$ cat config.mk
export PLATFORM = sky130hd
export DESIGN_NAME = uart_tx
export DESIGN_NICKNAME = d
export VERILOG_FILES = /design/src/rtl/uart_tx.sv
export SDC_FILE = /design/constraint.sdc
export NUM_CORES = 1
export LEC_CHECK = 0
export CORE_ASPECT_RATIO = 1.4
export CORE_MARGIN = 3
export CORE_UTILIZATION = 40
export DETAILED_ROUTE_END_ITERATION = 10
export PLACE_DENSITY = 0.65
export SYNTH_ARGS = -nofsm -noshare
export SYNTH_HDL_FRONTEND = slang
export SYNTH_SLANG_ARGS = --single-unit
export TNS_END_PERCENT = 20
$ cat constraint.sdc
create_clock -name clkx16 -period 2.32 [get_ports clkx16]
set_input_delay 0.58 -clock clkx16 [delete_from_list [all_inputs] [get_ports clkx16]]
set_output_delay 0.58 -clock clkx16 [all_outputs]
set_load 0.02 [all_outputs]
$ cat src/rtl/uart_tx.sv
// UART transmitter on the shared 16x oversampled clock: 8 data bits MSB first, 1 or 2 stop bits.
// Optional even parity bit when UART_TX_PARITY_EN is defined; the default build sends 8N1/8N2.
module uart_tx #(
  parameter int unsigned STOP_BITS = 1
) (
  input  logic       clkx16,
  input  logic       reset,
  input  logic [7:0] data,
  input  logic       send,
  output logic       tx,
  output logic       busy,
  output logic       done
);

  localparam int unsigned SC_W   = 4;
  localparam int unsigned BI_W   = 3;
  localparam int unsigned DATA_W = 8;

  localparam logic [SC_W-1:0] SC_LAST = SC_W'(15);
  localparam logic [BI_W-1:0] BI_MSB  = BI_W'(DATA_W - 1);
  localparam logic            LAST_SI = 1'(STOP_BITS - 1);

  if ((STOP_BITS != 1) && (STOP_BITS != 2)) begin : g_bad_stop_bits
    $error("uart_tx: STOP_BITS must be 1 or 2");
  end

  typedef enum logic [2:0] {
    IDLE,
    START,
    DATA,
`ifdef UART_TX_PARITY_EN
    PARITY,
`endif
    STOP
  } state_t;

  state_t              state_q, state_d;
  logic [SC_W-1:0]     sc_q, sc_d;
  logic [BI_W-1:0]     bi_q, bi_d;
  logic                si_q, si_d;
  logic [DATA_W-1:0]   sh_q, sh_d;
  logic                tx_d, busy_d, done_d;

  // State, counters and all outputs are registered; reset forces the line idle at once.
  always_ff @(posedge clkx16 or posedge reset) begin
    if (reset) begin
      state_q <= IDLE;
      sc_q    <= '0;
      bi_q    <= '0;
      si_q    <= 1'b0;
      sh_q    <= '0;
      tx      <= 1'b1;
      busy    <= 1'b0;
      done    <= 1'b0;
    end else begin
      state_q <= state_d;
      sc_q    <= sc_d;
      bi_q    <= bi_d;
      si_q    <= si_d;
      sh_q    <= sh_d;
      tx      <= tx_d;
      busy    <= busy_d;
      done    <= done_d;
    end
  end

  // Next-state logic; tx_d is the value for the upcoming bit so tx changes right on the boundary.
  always_comb begin
    state_d = state_q;
    sc_d    = sc_q;
    bi_d    = bi_q;
    si_d    = si_q;
    sh_d    = sh_q;
    tx_d    = tx;
    busy_d  = busy;
    done_d  = 1'b0;

    case (state_q)
      IDLE: begin
        tx_d   = 1'b1;
        busy_d = 1'b0;
        sc_d   = '0;
        if (send) begin
          sh_d    = data;
          sc_d    = '0;
          state_d = START;
          busy_d  = 1'b1;
          tx_d    = 1'b0;
        end
      end

      START: begin
        sc_d = sc_q + SC_W'(1);
        if (sc_q == SC_LAST) begin
          bi_d    = BI_MSB;
          tx_d    = sh_q[BI_MSB];
          state_d = DATA;
        end
      end

      DATA: begin
        sc_d = sc_q + SC_W'(1);
        if (sc_q == SC_LAST) begin
          if (bi_q != '0) begin
            bi_d = bi_q - BI_W'(1);
            tx_d = sh_q[bi_d];
          end else begin
`ifdef UART_TX_PARITY_EN
            state_d = PARITY;
            tx_d    = ^sh_q;
`else
            state_d = STOP;
            si_d    = 1'b0;
            tx_d    = 1'b1;
`endif
          end
        end
      end

`ifdef UART_TX_PARITY_EN
      PARITY: begin
        sc_d = sc_q + SC_W'(1);
        if (sc_q == SC_LAST) begin
          state_d = STOP;
          si_d    = 1'b0;
          tx_d    = 1'b1;
        end
      end
`endif

      STOP: begin
        sc_d = sc_q + SC_W'(1);
        tx_d = 1'b1;
        if (sc_q == SC_LAST) begin
          if (si_q == LAST_SI) begin
            state_d = IDLE;
            si_d    = 1'b0;
            busy_d  = 1'b0;
            done_d  = 1'b1;
          end else begin
            si_d = 1'b1;
          end
        end
      end

      default: begin
        state_d = IDLE;
        sc_d    = '0;
        tx_d    = 1'b1;
        busy_d  = 1'b0;
      end
    endcase
  end

endmodule

==> results.md, run 1 <==
* CTS resizes at 0
* CP top delay family: buffers and inverters
* Ys Warns at 0
* Total Wirelength at 1850 um
* Drt drc at 0
* Dpl cells at 140
* Die width at 49.6 um
* Sequential cell area at 502 um2
* Die area at 0.00332 mm2
* Fin crit period at 2030 ps
* Starting Density at 43.1%
* Max stage delay on crit path at 600 ps
* Vias at 721
* Clock root cell: clkbuf_4
* CP Buf/Inv Count at 1
* CTS Buffer Depth at 2
* Clk Latency, worst-skew pair at 300 ps
* Drt initial violations at 4
* Hold Buf Count CTS at 0
* Antenna Nets Post-Route at 0
* Outcome: complete, no violations
* Post-synth EDFFs at 0
* Router iterations before antenna repair at 4
* Routed vias/inst at 5.01
* Clock slew at reported path FFs at 110 ps
* CTS Buf Count at 3
* Ant diodes at 0
* Gr usage total at 13.1%
* Multi-input gate area at 536 um2
* Row count at 21
* Max VDD drop at 0.252 mV
* Num ports at 14
* Critical path class: reg -> out
* Slew @ Worst Pin at 395 ps
* Tcrit/Tclk final at 87.4%
* Initial antenna violation count at 0
* Hold slack at 465 ps
* DPL Wire Length at 1430 um
* Clock sink total at 20
* RSZ-0062 raised after global routing: false
* Part of the Yosys area used for sequential elements at 47.2%
* Fin. max-slew vios at 0
* Cell Area, Synth at 0.00106 mm2
* Non-Filler Instances at 144
* Layout area overhead at 19.6%
* I/O Buffers at 13
* Clock Skew at 6.93 ps
* Crit path cell chain: clkdlybuf4s50_1
* Fillers at 241
* CP startpoint kind: register
* CTS tree: yes
* Post-Synthesis Cells at 94
* Arrival @ worst endpoint at 1450 ps
* First-pass GRT wire length at 3240 um
* Ys async rst share at 100%
* Mapped Avg Cell Area at 11.3 um2
* Fin Setup TNS at 0 ps
* Endpoints failing setup at 0
* Relative slew margins at 73.6%
* Fin. Hold Viols at 0
* Syn Nets at 114
* Leakage at 0.610 nW
* Max Cap Viol at 0
* Setup bufs post-CTS at 0
* Die H at 67.0 um
* Congestion Overflow GR at 0
* Average wire per standard cell at 12.8 um
* P per Cell Area at 450 mW/mm2
* Seq cells post-synth at 20
* Fin nets at 131
* Global placement routability congestion at 0.811
* Worst Hold Class: reg -> reg
* Top fanout value on the critical path at 3
* Prevailing post-synth register cell: dfrtp_1
* Number of global-route vias before repair at 722
* Setup crit end kind: primary output
* Pin count of the biggest net entering global routing at 21
* Cell variety after synth at 26
* Share of cells above drive strength 1 at 14.5%
* Required time worst endpoint at 1740 ps
* H-tree levels at 1
* Crit-path slowest cell: clkdlybuf4s50_1
* Core Box Area at 0.00247 mm2
* FMAX at 493 MHz
-- path summary, 6_finish.rpt --
check,endpoint,slack [ps],from,depth (start not counted)
max in group asynchronous,tx,1460,reset,3
worst max-delay path,tx,290,tx,1
worst max register to register,tx,490,bi_q[0],6
min in group asynchronous,sh_q[2],590,reset,3
worst min-delay path,sc_q[0],460,sc_q[0],1
worst min register to register,sc_q[0],460,sc_q[0],1
-- flip-flops by register name, indices dropped and copies added, names as in the netlist --
name     count
bi_q         3
busy         1
done         1
sc_q         4
sh_q         8
state_q      2
tx           1
-- report_power, final --
group	switching, mW	total [mW]	internal (mW)
Clock	0.104	0.200	0.0957
Sequential	0	0.349	0.349
Combinational	0.00903	0.0249	0.0159
Total	0.113	0.573	0.460
-- area by class of cell --
type | count | share of cell area, %
flip-flops and latches | 20 | 39.4
clock buffers | 4 | 2.85
well taps | 34 | 3.34
multi-input cells | 67 | 42.1
inverters | 5 | 1.47
repair buffers | 14 | 10.8
-- kinds of logic (layout without fill, tap and decap cells) --
| kind of cell | count (synthesis) | count (layout) | synth area share (%) |
|---|---|---|---|
| buffers and inverters | 7 | 23 | 2.47 |
| DFF | 20 | 20 | 47.2 |
| xor gates and xnor gates | 3 | 3 | 2.47 |
| adders and majority gates | 9 | 9 | 10.6 |
| and+or+nand+nor | 23 | 23 | 10.5 |
| AOI/OAI and AO/OA | 19 | 19 | 10.5 |
| muxes | 13 | 13 | 16.4 |
-- cells in the mapped netlist (2+ instances only) --
master	count	area share (%)
o21bai_1	2	1.4
a21oi_1	5	2.4
nor2b_1	2	1.2
clkbuf_1	2	0.71
xnor2_1	2	1.6
nand2_1	2	0.71
nor2_1	10	3.5
mux2i_1	2	1.9
inv_1	5	1.8
o21ai_0	8	3.8
dfrtp_1	19	45
mux4_1	2	4.9
ha_1	9	11
mux2_2	9	9.5
nand3_1	4	1.9
-- layout by cell type, fill, tap and decap left out --
cell type and instances:
a211oi_1 1, a21boi_0 1, a21o_1 1, a21oi_1 5, a41oi_1 1, and2_1 1, and3_1 1, buf_4 1
clkbuf_4 3, clkbuf_8 1, clkdlybuf4s50_1 13, dfrtp_1 19, dfstp_2 1, ha_1 9, inv_1 5, mux2_2 9
mux2i_1 2, mux4_1 2, nand2_1 2, nand2b_2 1, nand3_1 4, nor2_1 10, nor2b_1 2, o21ai_0 8
o21bai_1 2, or2_1 1, or3_1 1, xnor2_1 2, xor2_1 1
-- through the flow --
stage          power (mW)  util [%]  instance area [um2]  worst slack, ps
4_1_cts             0.584      51.5                 1270              274
5_1_grt             0.598      51.5                 1270              238
2_1_floorplan       0.361         -                 1060              701
3_5_place_dp        0.381      50.1                 1240              447
3_3_place_gp        0.381      50.1                 1240              492
6_report            0.573      51.5                 1270              292
-- metal layers --
layer  track usage, %  share of wire (%)  vias up
met5                0                  0        -
met4             6.23                1.1        0
met3             3.36                3.2        2
met2             22.8                 53       10
met1             14.8                 43      349
li1                 -                  -      360
Power figures use the tool's default switching activity.
==> inputs of run 2 (changes only) <==
--- a/config.mk
+++ b/config.mk
@@ -10,6 +10,7 @@
 export CORE_UTILIZATION = 40
 export DETAILED_ROUTE_END_ITERATION = 10
 export PLACE_DENSITY = 0.65
+export SETUP_SLACK_MARGIN = 0.15
 export SYNTH_ARGS = -nofsm -noshare
 export SYNTH_HDL_FRONTEND = slang
 export SYNTH_SLANG_ARGS = --single-unit
==> results of run 2 <==
The final DEF is identical to that of run 1; final timing and power are the same.
==> inputs of run 3 (changes only) <==
==> constraint.sdc (replaced) <==
create_clock -name clkx16 -period 2.32 [get_ports clkx16]
set_input_delay 0.348 -clock clkx16 [delete_from_list [all_inputs] [get_ports clkx16]]
set_output_delay 0.348 -clock clkx16 [all_outputs]
set_load 0.02 [all_outputs]
==> run 3 against run 2 <==
Against the previous run: critical endpoint unchanged; non-clock buffer count decreased by 1; sequential power barely moved; combinational power shrank 7%; wire length fell by 3.5%; count of clock-buffer cells in the layout is the same; highest routed layer unchanged; power is essentially flat.
==> results.md, run 3 (synthesized netlist as in run 1, its figures left out) <==
* Outcome: complete, no violations
* CTS Buffer Depth at 2
* Clock sink total at 20
* First-pass GRT wire length at 2970 um
* P per Cell Area at 453 mW/mm2
* Drt drc at 0
* Initial antenna violation count at 0
* Worst path depth at 1
* Gr usage total at 11.5%
* I/O Buffers at 13
* Crit-path slowest cell: clkdlybuf4s50_1
* Multi-input gate area at 536 um2
* H-tree levels at 1
* Reg with most FFs: sh_q
* Clock slew at reported path FFs at 120 ps
* Layout area overhead at 18.9%
* Arrival @ worst endpoint at 1450 ps
* Endpoints failing setup at 0
* Drt initial violations at 3
* Router iterations before antenna repair at 4
* Max stage delay on crit path at 600 ps
* Fin. max-slew vios at 0
* Die H at 67.0 um
* Max VDD drop at 0.305 mV
* Fin crit period at 1800 ps
* End of the worst register-to-register path: state_q[1]
* Total Wirelength at 1780 um
* Fillers at 243
* Reg-to-reg startpoint: state_q[0]
* Leakage at 0.605 nW
* CP startpoint kind: register
* CTS resizes at 0
* Most common cell after layout, fill and taps aside: dfrtp_1
* Relative slew margins at 50.9%
* Fin. Hold Viols at 0
* Crit path cell chain: clkdlybuf4s50_1
* Number of global-route vias before repair at 663
* Critical path class: reg -> out
* Fin Setup TNS at 0 ps
* Share of cells above drive strength 1 at 13.8%
* CTS Buf Count at 3
* Ant diodes at 0
* CP Buf/Inv Count at 1
* Tcrit/Tclk final at 77.5%
* CP endpoint: tx
* Antenna Nets Post-Route at 0
* Pin count of the biggest net entering global routing at 21
* Setup slack, reg-to-reg at 600 ps
* Top fanout value on the critical path at 3
* Clock root cell: clkbuf_4
* Average wire per standard cell at 12.5 um
* CTS tree: yes
* Clock Skew at 10.9 ps
* CP top delay family: buffers and inverters
* Global placement routability congestion at 0.784
* Max Cap Viol at 0
* Congestion Overflow GR at 0
* Starting Density at 43.1%
* RSZ-0062 raised after global routing: false
* Fin util at 51.2%
* Setup crit end kind: primary output
* Highest-count cells in the layout ignoring fill and taps: dfrtp_1, clkdlybuf4s50_1, nor2_1
* Worst Hold Class: in -> async
* Sequential cell area at 502 um2
* Vias at 713
* Clk Latency, worst-skew pair at 300 ps
* DPL Wire Length at 1390 um
* Row count at 21
* Die width at 49.6 um
* Largest registers: sh_q (8), sc_q (4), bi_q (3)
* Setup bufs post-CTS at 0
* Routed vias/inst at 4.99
* Slew @ Worst Pin at 736 ps
* Hold Buf Count CTS at 0
* Num ports at 14
* Die area at 0.00332 mm2
* Core Box Area at 0.00247 mm2
* R2R cell count at 5
* Required time worst endpoint at 1970 ps
* Crit path from: tx
* Fin nets at 130
* Max reg flops at 8
* FMAX at 556 MHz
==> run 3: changes by cell type in the layout (fill, tap and decap cells not counted), sizes merged <==
cell / change
buf: -1
==> run 3: metrics by stage <==
step / instance area [um2] / hold WS (ps) / total power [mW] / cells / worst slack, ps
after floorplan: 1060 / 311 / 0.361 / 94 / 701
after global placement: 1230 / 441 / 0.379 / 139 / 637
after detailed placement: 1230 / 446 / 0.379 / 139 / 599
after CTS: 1260 / 464 / 0.584 / 143 / 501
after global routing: 1260 / 488 / 0.595 / 143 / 468
final: 1260 / 460 / 0.573 / 143 / 521
==> run 3: how the worst min path moves through the flow <==
| stage | to | slack (ps) |
|---|---|---|
| finish | done | 460 |
| floorplan | bi_q[0] | 310 |
| detailed placement | sc_q[0] | 450 |
| CTS | sc_q[0] | 460 |
| global placement | sc_q[0] | 440 |
| global route | sc_q[0] | 490 |
==> run 3: where the power goes <==
part,internal [mW],total (mW),switching (mW)
logic,0.0147,0.0232,0.00848
clock network,0.0956,0.202,0.106
registers,0.349,0.349,0
==> run 3: layer usage <==
layer / part of all wire [%] / up-vias / global-route usage (%)
li1: - / 360 / -
met1: 46 / 341 / 14.4
met2: 49 / 10 / 19.4
met3: 3.2 / 2 / 1.79
met4: 1.2 / 0 / 5.19
met5: 0 / - / 0
==> run 3: area by class of cell <==
| class | instances | area share [%] |
|---|---|---|
| Multi-Input combinational cell | 67 | 42.3 |
| Sequential cell | 20 | 39.7 |
| Timing Repair Buffer | 13 | 10.3 |
| Clock buffer | 4 | 2.87 |
| Inverter | 5 | 1.48 |
| Tap cell | 34 | 3.36 |
